### config.mk
export PLATFORM = sky130hd
export DESIGN_NAME = mux_arbiter4
export DESIGN_NICKNAME = d
export VERILOG_FILES = /design/src/rtl/mux_arbiter4.sv
export SDC_FILE = /design/constraint.sdc
export NUM_CORES = 1
export LEC_CHECK = 0
export BUFFER_PORTS_ARGS = -buffer_cell sky130_fd_sc_hd__buf_2
export CAP_MARGIN = 20
export CORE_AREA = 2 2 39 41
export DETAILED_ROUTE_END_ITERATION = 12
export DIE_AREA = 0 0 41 43
export SETUP_SLACK_MARGIN = 0.15
export SLEW_MARGIN = 40
export SYNTH_ARGS = -nofsm -noshare
export SYNTH_HDL_FRONTEND = slang
export SYNTH_SLANG_ARGS = --single-unit
### constraint.sdc
create_clock -name clk_i -period 1.7 [get_ports clk_i]
set_input_delay 0.255 -clock clk_i [delete_from_list [all_inputs] [get_ports clk_i]]
set_output_delay 0.255 -clock clk_i [all_outputs]
set_load 0.05 [all_outputs]
### src/rtl/mux_arbiter4.sv
// Round-robin arbiter driving the select of a shared 4:1 mux; one idle cycle between owners.
// Optional hold timeout is enabled by defining ARB_TIMEOUT_EN.
module mux_arbiter4 #(
  parameter int MAX_HOLD = 15,
  parameter int CNT_W    = 4
) (
  input  logic       clk_i,
  input  logic       reset_i,
  input  logic [3:0] req_i,
  input  logic       release_i,
  output logic [3:0] grant_o,
  output logic [1:0] sel_o,
  output logic       busy_o,
  output logic       timeout_o
);

  localparam logic [0:0] S_IDLE = 1'b0;
  localparam logic [0:0] S_OWN  = 1'b1;

  logic [0:0] state_q, state_d;
  logic [1:0] ptr_q, ptr_d;
  logic [1:0] sel_q, sel_d;
  logic [3:0] grant_q, grant_d;
  logic       timeout_q, timeout_d;

  logic       win_vld;
  logic [1:0] win_idx;
  logic [1:0] cand;
  logic       normal_exit;
  logic       force_exit;

  // Scan from ptr+4 down to ptr+1 so the earliest position in round-robin order is assigned last.
  always_comb begin
    win_vld = 1'b0;
    win_idx = ptr_q;
    cand    = ptr_q;
    for (int k = 4; k >= 1; k--) begin
      cand = ptr_q + 2'(k);
      if (req_i[cand]) begin
        win_vld = 1'b1;
        win_idx = cand;
      end
    end
  end

  // In OWN, sel_q is the owner's index.
  assign normal_exit = release_i | ~req_i[sel_q];

`ifdef ARB_TIMEOUT_EN
  logic [CNT_W-1:0] hold_q, hold_d;

  assign force_exit = ~normal_exit && (hold_q == CNT_W'(MAX_HOLD - 1));

  always_comb begin
    hold_d = hold_q;
    if (state_q == S_IDLE) begin
      hold_d = '0;
    end else if (hold_q != {CNT_W{1'b1}}) begin
      hold_d = hold_q + 1'b1;
    end
  end

  always_ff @(posedge clk_i) begin
    if (reset_i) begin
      hold_q <= '0;
    end else begin
      hold_q <= hold_d;
    end
  end
`else
  logic unused_cfg;
  assign unused_cfg = ^{MAX_HOLD[0], CNT_W[0]};
  assign force_exit = 1'b0;
`endif

  always_comb begin
    state_d   = state_q;
    ptr_d     = ptr_q;
    sel_d     = sel_q;
    grant_d   = grant_q;
    timeout_d = 1'b0;
    if (state_q == S_IDLE) begin
      grant_d = 4'b0000;
      if (win_vld) begin
        state_d = S_OWN;
        grant_d = 4'b0001 << win_idx;
        sel_d   = win_idx;
        ptr_d   = win_idx;
      end
    end else if (normal_exit || force_exit) begin
      state_d   = S_IDLE;
      grant_d   = 4'b0000;
      timeout_d = force_exit;
    end
  end

  always_ff @(posedge clk_i) begin
    if (reset_i) begin
      state_q   <= S_IDLE;
      ptr_q     <= 2'b11;
      sel_q     <= 2'b00;
      grant_q   <= 4'b0000;
      timeout_q <= 1'b0;
    end else begin
      state_q   <= state_d;
      ptr_q     <= ptr_d;
      sel_q     <= sel_d;
      grant_q   <= grant_d;
      timeout_q <= timeout_d;
    end
  end

  assign grant_o   = grant_q;
  assign sel_o     = sel_q;
  assign busy_o    = (state_q == S_OWN);
  assign timeout_o = timeout_q;

endmodule

==> reports/qor.csv <==
metric,value,unit
share of layout cells above drive strength 1,0.3125,
routed wire length,976,µm
initial antenna violation count,0,
Layout Skew,0.001961,ns
Max-Cap Viols,0,
"EDFF count, synth",0,
top-area cell type share of the netlist area,0.4091,
Die ar.,0.001763,mm²
"Async S/R FF share, synth",0,
CTS H-Tree Depth,1,
# rows,14,
multi-input logic area,245.2,µm²
Post-Syn Instances,48,
Yosys Warn Count,0,
leakage,0.2451,nW
setup bufs post-CTS,0,
Initial DRC Count,11,
final cell count without fillers,80,
via count,407,
Final period util,0.8051,
CTS tree,yes,
syn avg cell area,9.175,µm²
minimum clock period,1.369,ns
Tot GR Track Use,0.1343,
hold crit path type,in -> reg,
DRC,0,
Critical Path End Type,register,
Fin Setup TNS,0,ns
worst path required time,1.85,ns
Commonest cells post-synth,"dfxtp_1 (9), nor2_1 (6), a21oi_1 (5)",
Final #Nets,72,
GR Overflow Total,0,
dpl cells,76,
via density per instance,5.088,
RSZ-0062 raised after global routing,false,
top_reg_cell synth,dfxtp_1,
Die Span Y,43,µm
chip width,41,µm
Starting Density,0.3183,
status,finished clean,
worst path arrival time,1.52,ns
total clock sinks,9,
Skew-Pair Late Insertion Delay,0.26,ns
count of different cell masters after synthesis,21,
Final ANT Viol Nets,0,
total iterations of the first detailed-routing run,3,
post-synthesis sequential area ratio,0.4091,
Slew Limit Fails,0,
"Area growth, synth to finish",23.86,%
syn_nets,55,
Fill cells,148,
cts bufs inserted,3,
FMAX,730.6,MHz
Area contributors post-synth,"dfxtp_1 (41%), a32o_1 (9.1%), a21oi_1 (5.7%)",
Routability Congestion,0.7592,
mapped cell area,440.4,µm²
clock buffer depth,2,
Hold Path Depth,2,
final-report hold violation count,0,
Crit Path Category,reg -> reg,
"count leader, synth",dfxtp_1,
Register Area,181.4,µm²
"Design Area, Final",545.5,µm²
Reg2Reg Depth,4,
hpwl dp,771.1,µm
Ant. Diodes,0,
pwr/cell area,1103,mW/mm²
PortBufs,13,
"critical path fanouts, max",4,
placed cell area,519.2,µm²
# setup viols final,0,
drt wl/cell,12.20,µm
first-pass GRT wire length,1.504,mm
"area leader, netlist",dfxtp_1,
Critical Path Start Type,register,
num ports,15,
Clock Tree Root,clkbuf_4,
largest net degree at the start of global routing,9,
Peak VDD IR,0.0004141,V
# resized after CTS,0,
CTS Hold Bufs,0,
area of the core,0.001384,mm²
synthesized flop and latch total,9,
number of global-route vias before repair,351,
clk slew on worst S/H paths,0.06,ns
layout by cell type (no fill, tap or decap):
cell type	n
a221o_1	1
a211o_1	1
a21oi_1	5
clkbuf_1	1
o21ai_0	3
mux4_2	1
a21oi_2	1
clkbuf_4	3
a221oi_2	1
dfxtp_1	8
nor2b_1	1
nand3b_1	1
a211oi_1	1
dfxtp_2	1
buf_2	13
nand2_1	2
inv_1	2
nor2_1	6
nor3_1	2
conb_1	1
a32o_1	4
a21o_1	2
nand2b_1	2
o21a_1	1
where the power goes:
part	switching, mW	internal (mW)	leakage, nW
clock	0.0731	0.0903	0.0150
combinational	0.121	0.0606	0.156
sequential	0.0221	0.235	0.0746
total	0.216	0.386	0.245
metrics by stage:
step                      setup slack [ns]  hold slack, ns  total power [mW]    util
after floorplan                     0.1915          0.3203            0.3997       -
after global placement              0.2972          0.4581            0.4420  0.3752
after detailed placement            0.3048          0.4567            0.4436  0.3752
after CTS                           0.3232          0.2345            0.6092  0.3942
after global routing                0.2573          0.2232            0.6403  0.3942
final                               0.3313          0.2330            0.6019  0.3942
critical path: stages, from the launching register on:
cell and delay (ns):
dfxtp_2 0.34, mux4_2 0.49, nand3b_1 0.13, nor2_1 0.09, a32o_1 0.20
logic make-up after synthesis:
group	count (synthesis)	share of synthesized area
buffers and inverters	3	0.03410
AOI/OAI and AO/OA	20	0.3466
DFF	9	0.4091
muxes	1	0.05113
other	1	0.008515
and+or+nand+nor	14	0.1506
cell type report:
class / count / share of cell area
clock buffers: 4 / 0.04817
well taps: 16 / 0.03670
inverters: 2 / 0.01376
multi-input cells: 36 / 0.4495
flip-flops and latches: 9 / 0.3326
repair buffers: 13 / 0.1193
layer usage:
metal	vias up	global-route usage	wire length [µm]	share of wire
met5	-	0	0	0
met4	0	0.08000	17	0.017
met3	2	0.07853	63	0.065
met2	14	0.1688	425	0.44
met1	179	0.1705	470	0.48
li1	212	-	-	-
registers in the layout (all words and copies together), names as in the netlist:
name / cells
sel_o: 2
grant_o: 4
ptr_q: 2
busy_o: 1
worst paths after layout:
path | start | slack (ns) | end
setup / recovery | sel_o[0] | 0.33 | grant_o[0]
hold / removal | reset_i | 0.23 | sel_o[0]
setup reg to reg | sel_o[0] | 0.33 | grant_o[0]
hold reg to reg | grant_o[3] | 0.47 | grant_o[3]
Note: power is estimated with default switching activity, not from simulation.
